[config.mk]
export PLATFORM = sky130hd
export DESIGN_NAME = fetch_stage
export DESIGN_NICKNAME = d
export VERILOG_FILES = /design/src/rtl/fetch_pkg.sv /design/src/rtl/pc_register.sv /design/src/rtl/fetch_stage.sv
export SDC_FILE = /design/constraint.sdc
export NUM_CORES = 1
export LEC_CHECK = 0
export ABC_AREA = 1
export ABC_CLOCK_PERIOD_IN_PS = 2100
export CORE_MARGIN = 4
export CORE_UTILIZATION = 45
export CTS_BUF_LIST = sky130_fd_sc_hd__clkbuf_4
export DETAILED_ROUTE_END_ITERATION = 10
export DONT_BUFFER_PORTS = 1
export SLEW_MARGIN = 40
export SYNTH_ARGS = -nofsm -noshare
export SYNTH_HDL_FRONTEND = slang
export SYNTH_SLANG_ARGS = --single-unit
[constraint.sdc]
create_clock -name CLK -period 2.1 [get_ports CLK]
set_clock_uncertainty 0.15 [all_clocks]
set_input_delay 0.315 -clock CLK [delete_from_list [all_inputs] [get_ports CLK]]
set_output_delay 0.315 -clock CLK [all_outputs]
set_load 0.1 [all_outputs]
[src/rtl/fetch_pkg.sv]
// -----------------------------------------------------------------------------
// fetch_pkg
//   Shared constants and types for the instruction-fetch stage.
//
//   Contents:
//     DATA_WIDTH_DEF  default datapath width (PC, instruction, PROGCOUNT)
//     RESET_VECTOR    PC loaded on reset
//     PC_STEP         sequential PC increment in bytes
//     PC_OFFSET       ARM visible-PC offset added to IFID_PC for PROGCOUNT
//     NOP_INSTR       bubble instruction (MOV R0,R0) placed in IR on reset/flush
//     fetch_state_t   IF/ID occupancy state: BUBBLE (no real instruction) or RUN
//     is_misaligned   helper: true when a byte address is not word aligned
// -----------------------------------------------------------------------------
package fetch_pkg;

    localparam int unsigned DATA_WIDTH_DEF = 32;
    localparam logic [31:0] RESET_VECTOR   = 32'h0000_0000;
    localparam int unsigned PC_STEP        = 4;
    localparam int unsigned PC_OFFSET      = 8;
    localparam logic [31:0] NOP_INSTR      = 32'hE1A0_0000;

    typedef enum logic {
        BUBBLE = 1'b0,
        RUN    = 1'b1
    } fetch_state_t;

    // Word alignment check on the two byte-offset bits of an address.
    function automatic logic is_misaligned(input logic [1:0] byte_ofs);
        return byte_ofs != 2'b00;
    endfunction

endpackage

[src/rtl/pc_register.sv]
// -----------------------------------------------------------------------------
// pc_register
//   Program-counter flop with next-PC selection and optional branch-target
//   alignment check.
//
//   Next-PC priority at each posedge:
//     reset_n=0  -> RESET_VECTOR
//     br_taken=1 -> branch target (overrides a stall)
//     le=0       -> hold
//     otherwise  -> pc + PC_STEP (wraps modulo 2^DATA_WIDTH)
//
//   Optional feature (macro FETCH_ALIGN_CHECK_EN):
//     A taken branch to a non-word-aligned target loads the target with its
//     two low bits cleared and sets the sticky align_err flag, which only a
//     reset clears. Without the macro the target is loaded unmodified and the
//     align_err port does not exist.
//
//   Ports:
//     clk        in   1           clock
//     reset_n    in   1           synchronous reset, active-low
//     le         in   1           load enable; 0 = hold PC
//     br_taken   in   1           branch taken this cycle
//     br_target  in   DATA_WIDTH  branch target address
//     pc         out  DATA_WIDTH  current fetch address
//     align_err  out  1           sticky misaligned-target flag (macro only)
// -----------------------------------------------------------------------------
module pc_register
    import fetch_pkg::*;
#(
    parameter int unsigned           DATA_WIDTH   = fetch_pkg::DATA_WIDTH_DEF,
    parameter logic [DATA_WIDTH-1:0] RESET_VECTOR = DATA_WIDTH'(fetch_pkg::RESET_VECTOR),
    parameter int unsigned           PC_STEP      = fetch_pkg::PC_STEP
) (
    input  logic                  clk,
    input  logic                  reset_n,
    input  logic                  le,
    input  logic                  br_taken,
    input  logic [DATA_WIDTH-1:0] br_target,
`ifdef FETCH_ALIGN_CHECK_EN
    output logic                  align_err,
`endif
    output logic [DATA_WIDTH-1:0] pc
);

    logic [DATA_WIDTH-1:0] target_eff;
    logic [DATA_WIDTH-1:0] pc_seq;

    // Sequential increment; the carry out of the top bit is discarded so the
    // PC wraps from the last word back to address zero.
    assign pc_seq = pc + DATA_WIDTH'(PC_STEP);

`ifdef FETCH_ALIGN_CHECK_EN
    logic target_bad;

    always_comb begin
        target_bad = is_misaligned(br_target[1:0]);
        target_eff = {br_target[DATA_WIDTH-1:2], 2'b00};
    end
`else
    always_comb begin
        target_eff = br_target;
    end
`endif

    always_ff @(posedge clk) begin
        if (!reset_n) begin
            pc <= RESET_VECTOR;
        end else if (br_taken) begin
            pc <= target_eff;
        end else if (le) begin
            pc <= pc_seq;
        end
    end

`ifdef FETCH_ALIGN_CHECK_EN
    // Sticky: once a bad target has been seen, only reset clears the flag.
    always_ff @(posedge clk) begin
        if (!reset_n) begin
            align_err <= 1'b0;
        end else if (br_taken && target_bad) begin
            align_err <= 1'b1;
        end
    end
`endif

endmodule

[src/rtl/fetch_stage.sv]
// -----------------------------------------------------------------------------
// fetch_stage
//   Instruction-fetch stage feeding register_file. Holds the program counter
//   (via pc_register), latches the fetched word into the IF/ID register and
//   drives PROGCOUNT = IFID_PC + PC_OFFSET so that R15 reads return the ARM
//   visible PC (address of the decoding instruction + 8).
//
//   Behaviour at each posedge, highest priority first:
//     RESET_N=0  : PC=RESET_VECTOR, IR=NOP, IFID_PC=0, state=BUBBLE
//     BR_TAKEN=1 : PC=BR_TARGET, IR=NOP, IFID_PC=0, state=BUBBLE (flush)
//     LE=0       : everything holds (stall)
//     otherwise  : PC+=PC_STEP, IR=INSTR_IN, IFID_PC=PC, state=RUN
//   VALID is a decode of the state (1 iff RUN).
//
//   Optional feature (macro FETCH_ALIGN_CHECK_EN): misaligned branch targets
//   are word-aligned on load and flagged on the sticky ALIGN_ERR output. The
//   ALIGN_ERR port exists only when the macro is defined.
//
//   Ports:
//     CLK        in   1           clock
//     RESET_N    in   1           synchronous reset, active-low
//     LE         in   1           load enable; 0 = stall
//     BR_TAKEN   in   1           branch resolved taken this cycle
//     BR_TARGET  in   DATA_WIDTH  branch target address
//     INSTR_IN   in   DATA_WIDTH  instruction memory data at PC_OUT
//     PC_OUT     out  DATA_WIDTH  current fetch address
//     IR         out  DATA_WIDTH  IF/ID instruction register
//     IFID_PC    out  DATA_WIDTH  address of the instruction in IR
//     PROGCOUNT  out  DATA_WIDTH  IFID_PC + PC_OFFSET (wrapping)
//     VALID      out  1           IR holds a real fetched instruction
//     ALIGN_ERR  out  1           sticky misaligned-target flag (macro only)
// -----------------------------------------------------------------------------
module fetch_stage
    import fetch_pkg::*;
#(
    parameter int unsigned           DATA_WIDTH   = fetch_pkg::DATA_WIDTH_DEF,
    parameter logic [DATA_WIDTH-1:0] RESET_VECTOR = DATA_WIDTH'(fetch_pkg::RESET_VECTOR),
    parameter int unsigned           PC_STEP      = fetch_pkg::PC_STEP,
    parameter int unsigned           PC_OFFSET    = fetch_pkg::PC_OFFSET,
    parameter logic [DATA_WIDTH-1:0] NOP_INSTR    = DATA_WIDTH'(fetch_pkg::NOP_INSTR)
) (
    input  logic                  CLK,
    input  logic                  RESET_N,
    input  logic                  LE,
    input  logic                  BR_TAKEN,
    input  logic [DATA_WIDTH-1:0] BR_TARGET,
    input  logic [DATA_WIDTH-1:0] INSTR_IN,
    output logic [DATA_WIDTH-1:0] PC_OUT,
    output logic [DATA_WIDTH-1:0] IR,
    output logic [DATA_WIDTH-1:0] IFID_PC,
    output logic [DATA_WIDTH-1:0] PROGCOUNT,
`ifdef FETCH_ALIGN_CHECK_EN
    output logic                  ALIGN_ERR,
`endif
    output logic                  VALID
);

    fetch_state_t state;

    pc_register #(
        .DATA_WIDTH   (DATA_WIDTH),
        .RESET_VECTOR (RESET_VECTOR),
        .PC_STEP      (PC_STEP)
    ) u_pc_register (
        .clk       (CLK),
        .reset_n   (RESET_N),
        .le        (LE),
        .br_taken  (BR_TAKEN),
        .br_target (BR_TARGET),
`ifdef FETCH_ALIGN_CHECK_EN
        .align_err (ALIGN_ERR),
`endif
        .pc        (PC_OUT)
    );

    // IF/ID register and occupancy FSM. A taken branch squashes whatever was
    // fetched from the wrong path, so it loads the same bubble as reset.
    always_ff @(posedge CLK) begin
        if (!RESET_N || BR_TAKEN) begin
            IR      <= NOP_INSTR;
            IFID_PC <= '0;
            state   <= BUBBLE;
        end else if (LE) begin
            IR      <= INSTR_IN;
            IFID_PC <= PC_OUT;
            state   <= RUN;
        end
    end

    assign VALID = (state == RUN);

    // ARM visible PC: two instructions ahead of the one in decode. Wraps.
    assign PROGCOUNT = IFID_PC + DATA_WIDTH'(PC_OFFSET);

endmodule
* Word level (Yosys, flattened, before mapping)
Cells that the tools add are included.
** Operators by class
- Reduce and logical (&&, ||, !) cells :: 3
- Muxes and demuxes :: 2
- Add/subtract/negate cells :: 2
** Operators with widths (number)
- $mux 32 :: 2
- $add 32x3->32 const B :: 1
- $add 32x4->32 const B :: 1
- $reduce_bool 2->1 :: 1
- $logic_not 1->1 :: 1
- $logic_or 1x1->1 :: 1
** Storage, ports and cells
- Register bits :: 97
- Bits of input ports :: 68
- Word-level logic and storage cells :: 11
- Output and inout bits :: 129

* Depth between registers and ports, before layout
Gate-level depths: netlist of run 1.
- Depth after elaboration :: 3
- Gate-level depth with buffers :: 10
- Depth with buffers taken out :: 10

* Cells and area by module
Synthesis of run 1 repeated with hierarchy kept, for this count alone.
** Unflattened totals
- Cell total of the unflattened synthesis :: 772
- Area, all modules :: 5122.4 um2
** Modules (own cells, without submodules)
- fetch_stage :: seq. area each 1301.2 um2, cells an instance 442, times used 1, area an instance 3019.1 um2
- pc_register :: seq. area each 640.6 um2, cells an instance 330, times used 1, area an instance 2103.3 um2

* Least setup slack after synthesis of run 1
No wires, ideal clock.
- Path kind :: reg2out
- Start :: reg IFID_PC[4]
- End :: out PROGCOUNT[27]
- Data required time :: 1.635 ns
- Path slack :: -1.878 ns
- Data arrival time :: 3.513 ns
- Stages on the path, launching flop included :: 6
- Path buffers :: 0
- Cell sequence :: dfxtp_1 > ha_1 > nand2_1 > nor3_1 > nand4_1 > xnor2_1
** Between the ends
- Longest elaborated chain between the ends :: 1
** RTL lines
- start: declaration :: RTL line fetch_stage.sv:50 : output logic [DATA_WIDTH-1:0] IFID_PC,
- start signal: assignment :: RTL line fetch_stage.sv:81 : IFID_PC <= '0;
- start signal: assignment :: RTL line fetch_stage.sv:85 : IFID_PC <= PC_OUT;
- $add 32x4->32 :: RTL line fetch_stage.sv:93 : assign PROGCOUNT = IFID_PC + DATA_WIDTH'(PC_OFFSET);
- end: declaration :: RTL line fetch_stage.sv:51 : output logic [DATA_WIDTH-1:0] PROGCOUNT,
No other way between the ends.

* Worst setup path after layout of run 1
- Start :: reg IFID_PC[17]
- End :: out PROGCOUNT[25]
The elaborated chain is that of the path after synthesis.

==> run metrics, run 1 <==
status=finished, violations left; failing checks=negative setup slack; Diodes inserted=0; DP Cell Count=962; Final Slew Violations=0; Max VDD drop=0.0005066 V; met3 WL=1.899 mm; Area growth syn-to-layout=77.38%; Crit path buffers/inverters=3; TritonRoute pass-1 iters=5; Yosys top cell area share=0.3909; max-cap violation count=0; GP Congestion=0.9130; Synth Warn #=0; post-synth net total=773; metal2 WL=10.16 mm; via count=6016; CP max stage cell=dfxtp_4; RSZ-0062 raised after global routing=true; CP peak stage delay=0.39 ns; DR top layer=met4; final worst slack=-0.5632 ns; critical path type=reg -> out; Distinct cells, synth=33; crit path launch type=flop; CP top delay family=simple AND/OR/NAND/NOR gates; initial antenna violation count=0; final std cells w/o fill=1096; initial core utilization=0.4582; Clock transition at path regs=0.16 ns; Buffers on Ports=0; CTS tree=yes; num ports=197; Vias per Instance=5.489; Fmax=375.5 MHz; fillers=663; dpl hpwl=13.05 mm; Final nets=1021; 1st-iter DRT viols=505; vias in the first global route=6008; most common cell after layout, fill and taps aside=nand2_1; worst slew pin tran=0.6926 ns; met1 wire length=7.604 mm; Synth Instances=703; P_leak=3.698 nW; largest net degree at the start of global routing=78; Clock Sinks=97; Clock Path Buffers=2; P per Cell Area=520.6 mW/mm^2; Final min period=2.663 ns; total number of H-tree levels=3; Die Ht=113.1 um; endpoints failing hold=0; Crit path required time=1.63 ns; DIE AREA=0.01278 mm^2; total track usage=0.3038; Synth area leader=dfxtp_1; Chip Width=113.1 um; Final ANT Viol Nets=0; Seq/Total Area, Yosys=0.3909; Clk Latency, worst-skew pair=0.50 ns; average wire per standard cell=18.68 um; share of layout cells above drive strength 1=0.3598; root buf cell=clkbuf_4; most frequent cells in the layout=nand2_1 (173), buf_4 (126), dlygate4sd3_1 (90), a21oi_1 (81), dfxtp_1 (51); Residual DRC=0; Mapped Area=0.004967 mm^2; Num CTS Buffers=9; Core Util, Final=0.8128; Cell Chain, Critical Path=nand2_4 -> buf_6 -> nor3_4 -> inv_1 -> nor2_1 -> nand4_1 -> xnor2_4 -> buf_12; crit share post-route=1.268; Hold Path Class=in -> reg; Slew Limit Headroom=0.5376; Area contributors post-synth=dfxtp_1 (39%), nand2_1 (14%), a21oi_1 (8.2%); final WL=20.48 mm; final setup violation count=26; first-pass GRT wire length=30.72 mm; core box area=0.01084 mm^2; worst hold margin=0.02977 ns; Max FO, Critical Path=3; grt ovf=0; row count=38; CP endpoint kind=primary output; Tot Pwr=4.587 mW; Worst Path Arrival=2.20 ns; FF+latch count, synth=97; Avg Inst Size Synth=7.066 um^2
[cell type report]
cell class | count | area [um^2] | share of cell area
Timing Repair Buffer | 271 | 2758 | 0.3130
Clock buffer | 11 | 82.58 | 0.009372
Clock inverter | 5 | 61.31 | 0.006958
Inverter | 53 | 215.2 | 0.02442
Multi-Input combinational cell | 519 | 3462 | 0.3929
Sequential cell | 97 | 2057 | 0.2335
Tap cell | 140 | 175.2 | 0.01988
[worst reg2reg max path, delay by kind of cell, from the launching register on]
kind / cells / cell delay (ns)
compound gates: 1 / 0.19
fa+ha+maj: 1 / 0.20
flops: 1 / 0.42
simple gates: 7 / 0.83
[flip-flops by register name, summed over array words and instances (netlist names)]
signal and cells:
IR 32, VALID 1, u_pc_register.pc 32, IFID_PC 32
[report_power, final]
part | internal [mW] | total, mW | switching [mW] | leakage (nW)
clock network | 0.401 | 1.09 | 0.693 | 0.0822
registers | 1.91 | 1.99 | 0.0819 | 0.820
logic | 0.425 | 1.50 | 1.08 | 2.80
total | 2.73 | 4.59 | 1.85 | 3.70
[layer usage]
layer | up-vias | global-route usage
met5 | - | 0
met4 | 0 | 0.1282
met3 | 70 | 0.07914
met2 | 346 | 0.5265
met1 | 2805 | 0.3550
li1 | 2795 | -
[cells in the mapped netlist, drive strengths merged]
library cell and n:
and2 2, a22oi 19, nand4 9, ha 2, inv 53, nand3 47
a31oi 3, nor4 1, o21ai 30, nor3 13, dfxtp 97, a21o 1
o211ai 1, nand3b 1, a21oi 81, a211oi 2, and3 1, xnor2 10
clkbuf 16, nand2 197, nor2 70, buf 18, xor2 29
[what timing repair did]
| item | CTS | global route |
|---|---|---|
| hold buffers | 91 | 0 |
| setup buffers | 16 | 15 |
| hold endpoints to repair | 89 | 0 |
| resized for setup | 50 | 38 |
| pin swaps | 28 | 16 |
| setup endpoints to repair | 25 | 27 |
[path summary, 6_finish.rpt]
| kind | from | endpoint | slack (ns) | cells after the start |
|---|---|---|---|---|
| worst max-delay path | IFID_PC[17] | PROGCOUNT[25] | -0.56 | 8 |
| worst min-delay path | BR_TAKEN | IR[21] | 0.03 | 3 |
| worst max register to register | u_pc_register.pc[3] | u_pc_register.pc[20] | 0.23 | 9 |
| worst min register to register | IR[9] | IR[9] | 0.33 | 2 |
[logic make-up after synthesis]
kind of cell,share of synthesized area
flip-flops,0.3909
buffers and inverters,0.07179
AND/OR/NAND/NOR,0.3131
AO/OA/AOI/OAI,0.1504
adder cells (fa/ha/maj),0.005037
XOR/XNOR,0.06876
[per-stage QoR]
| step | setup TNS [ns] | worst slack, ns | instance area [um^2] |
|---|---|---|---|
| CTS | -8.136 | -0.4678 | 8543 |
| floorplan | -6.801 | -0.4742 | 5628 |
| global route | -11.82 | -0.6661 | 8811 |
| global placement | 0 | 0.06426 | 7138 |
| finish | -9.429 | -0.5632 | 8811 |
| detailed placement | 0 | 0.04584 | 7138 |
Power figures use the tool's default switching activity.
==> run 2: changes to the inputs <==
--- a/config.mk
+++ b/config.mk
@@ -6,9 +6,8 @@
 export NUM_CORES = 1
 export LEC_CHECK = 0
 export ABC_AREA = 1
-export ABC_CLOCK_PERIOD_IN_PS = 2100
 export CORE_MARGIN = 4
-export CORE_UTILIZATION = 45
+export CORE_UTILIZATION = 49
 export CTS_BUF_LIST = sky130_fd_sc_hd__clkbuf_4
 export DETAILED_ROUTE_END_ITERATION = 10
 export DONT_BUFFER_PORTS = 1
==> run metrics, run 2 (same netlist as run 1, synthesis figures left out) <==
DIE AREA=0.01181 mm^2 (-7.6%); total track usage=0.3562 (+0.05244); initial antenna violation count=0 (unchanged); Chip Width=108.7 um (-3.9%); num ports=197 (unchanged); R2R setup slack=0.31 ns (+0.08 ns); vias in the first global route=6030 (+0.37%); Residual DRC=0 (unchanged); status=finished, violations left; Area growth syn-to-layout=68.87%; max-cap violation count=0 (unchanged); via count=6149 (+2.2%); Diodes inserted=0 (unchanged); most frequent cells in the layout=nand2_1 (173), buf_4 (132), a21oi_1 (81), dlygate4sd3_1 (65), dfxtp_1 (51); endpoints failing hold=0 (unchanged); RSZ-0062 raised after global routing=true; Final ANT Viol Nets=0 (unchanged); Final nets=990 (-3.0%); Max VDD drop=0.0005055 V (-0.22%); Cell Chain, Critical Path=inv_2 -> nor3_2 -> buf_4 -> nand4_1 -> xnor2_4 -> buf_12; total number of H-tree levels=3 (unchanged); GP Congestion=0.9451 (+3.5%); Final min period=2.700 ns (+0.03700 ns); CP endpoint kind=primary output; gr busiest metal=met2; CP peak stage delay=0.44 ns (+0.05 ns); worst hold margin=0.003705 ns (-0.02607 ns); GR Util met1=0.3834 (+0.02842); crit share post-route=1.286 (+0.01762); P_leak=3.612 nW (-2.3%); clock share of power=0.234 (-0.004); P per Cell Area=540.1 mW/mm^2 (+3.8%); grt ovf=0 (unchanged); final worst slack=-0.6002 ns (-0.03700 ns); Slew Limit Headroom=0.5708 (+0.03318); Die Ht=108.7 um (-3.9%); Largest regs=IFID_PC: 32 flops, IR: 32 flops, u_pc_register.pc: 32 flops; Clock Sinks=97 (unchanged); Crit path required time=1.63 ns (about the same); initial core utilization=0.5059 (+0.04764); Hold Path Class=in -> reg; core box area=0.009819 mm^2 (-9.4%); failing checks=negative setup slack; net load switching power=1.979 mW (+6.8%); 1st-iter DRT viols=532 (+5.3%); TritonRoute pass-1 iters=6 (+1); crit path launch type=flop; average wire per standard cell=21.71 um (+16%); Clk Latency, worst-skew pair=0.51 ns (about the same); Worst Path Arrival=2.24 ns (+0.04 ns); Tot Pwr=4.530 mW (-1.2%); root buf cell=clkbuf_4; Buffers on Ports=0 (unchanged); largest net degree at the start of global routing=77 (-1.3%); Fmax=370.3 MHz (-1.4%); Final Slew Violations=0 (unchanged); Max FO, Critical Path=3 (unchanged); critical path type=reg -> out; Clock Path Buffers=2 (unchanged); CP max stage cell=dfxtp_4; row count=36 (-5.3%); final WL=22.97 mm (+12%); most common cell after layout, fill and taps aside=nand2_1; switching share of power=0.4369 (+0.03266); Comb power frac=0.325 (-0.003); dpl hpwl=13.23 mm (+1.4%); Num CTS Buffers=9 (unchanged); Int Pwr=2.551 mW (-6.6%); worst slew pin tran=0.6429 ns (-0.04970 ns); met2 Usage GRT=0.6461 (+0.1196); sequential share of power=0.441 (+0.007); first-pass GRT wire length=32.06 mm (+4.4%); Vias per Instance=5.812 (+5.9%); share of layout cells above drive strength 1=0.3686 (+0.008816); met3 Usage GRT=0.08407 (+0.004929); Clock transition at path regs=0.21 ns (+0.05 ns); CTS tree=yes; final setup violation count=27 (+3.8%)
==> run 2: stage by stage <==
step,util,TNS [ns],worst slack [ns],instance area [um^2],instances
6_report,0.8542,-10.80,-0.6002,8388,1058
5_1_grt,0.8542,-12.33,-0.6256,8388,1058
4_1_cts,0.8266,-9.304,-0.4137,8117,1045
3_5_place_dp,0.7232,0,0.02982,7102,953
3_3_place_gp,0.7232,0,0.07599,7102,953
2_1_floorplan,-,-6.801,-0.4742,5628,703
==> run 2: critical path: cells and delay by family, from the launching register on <==
| family | cells | cell delay, ns |
|---|---|---|
| xor gates and xnor gates | 1 | 0.29 |
| buffers and inverters | 3 | 0.47 |
| and+or+nand+nor | 2 | 0.53 |
| DFF | 1 | 0.44 |
==> run 2: repair_timing <==
action / CTS / global route
resized for setup: 27 / 40
setup endpoints to repair: 26 / 27
pin swaps: 19 / 17
hold buffers: 67 / 0
setup buffers: 10 / 15
endpoints found under the hold margin: 89 / 0
==> run 2: path summary, 6_finish.rpt <==
path / startpoint / cells past startpoint / endpoint
setup / recovery: IFID_PC[11] / 6 / PROGCOUNT[27]
hold / removal: BR_TAKEN / 4 / u_pc_register.pc[5]
setup reg to reg: u_pc_register.pc[3] / 8 / u_pc_register.pc[12]
hold reg to reg: u_pc_register.pc[2] / 1 / u_pc_register.pc[2]
==> run 2: layout make-up <==
type / instances / area [um^2]
Clock inverter: 7 / 61.31
Inverter: 53 / 206.4
Multi-Input combinational cell: 519 / 3448
Clock buffer: 9 / 67.56
Fill cell: 542 / 1431
Sequential cell: 97 / 2057
Tap cell: 133 / 166.4
Timing Repair Buffer: 240 / 2381
==> run 2: routing by layer <==
metal / up-vias / part of all wire
met3: 104 / 0.10
met2: 441 / 0.50
met5: - / 0
met4: 0 / 0.059
met1: 2875 / 0.33
li1: 2729 / -
==> run 2: power by group through the flow <==
stage | clock, mW | combinational, mW | sequential, mW
floorplan | 0 | 0.415 | 2.61
global placement | 0 | 1.26 | 2.01
detailed placement | 0 | 1.27 | 2.02
CTS | 0.971 | 1.42 | 1.98
global route | 1.12 | 1.52 | 2.00
finish | 1.06 | 1.47 | 2.00
==> run 3: changes to the inputs <==
--- a/config.mk
+++ b/config.mk
@@ -6,6 +6,7 @@
 export NUM_CORES = 1
 export LEC_CHECK = 0
 export ABC_AREA = 1
+export ABC_CLOCK_PERIOD_IN_PS = 2100
 export CORE_MARGIN = 4
 export CORE_UTILIZATION = 49
 export CTS_BUF_LIST = sky130_fd_sc_hd__clkbuf_4
==> results of run 3 <==
No change in the layout: final DEF, timing and power equal those of run 2.
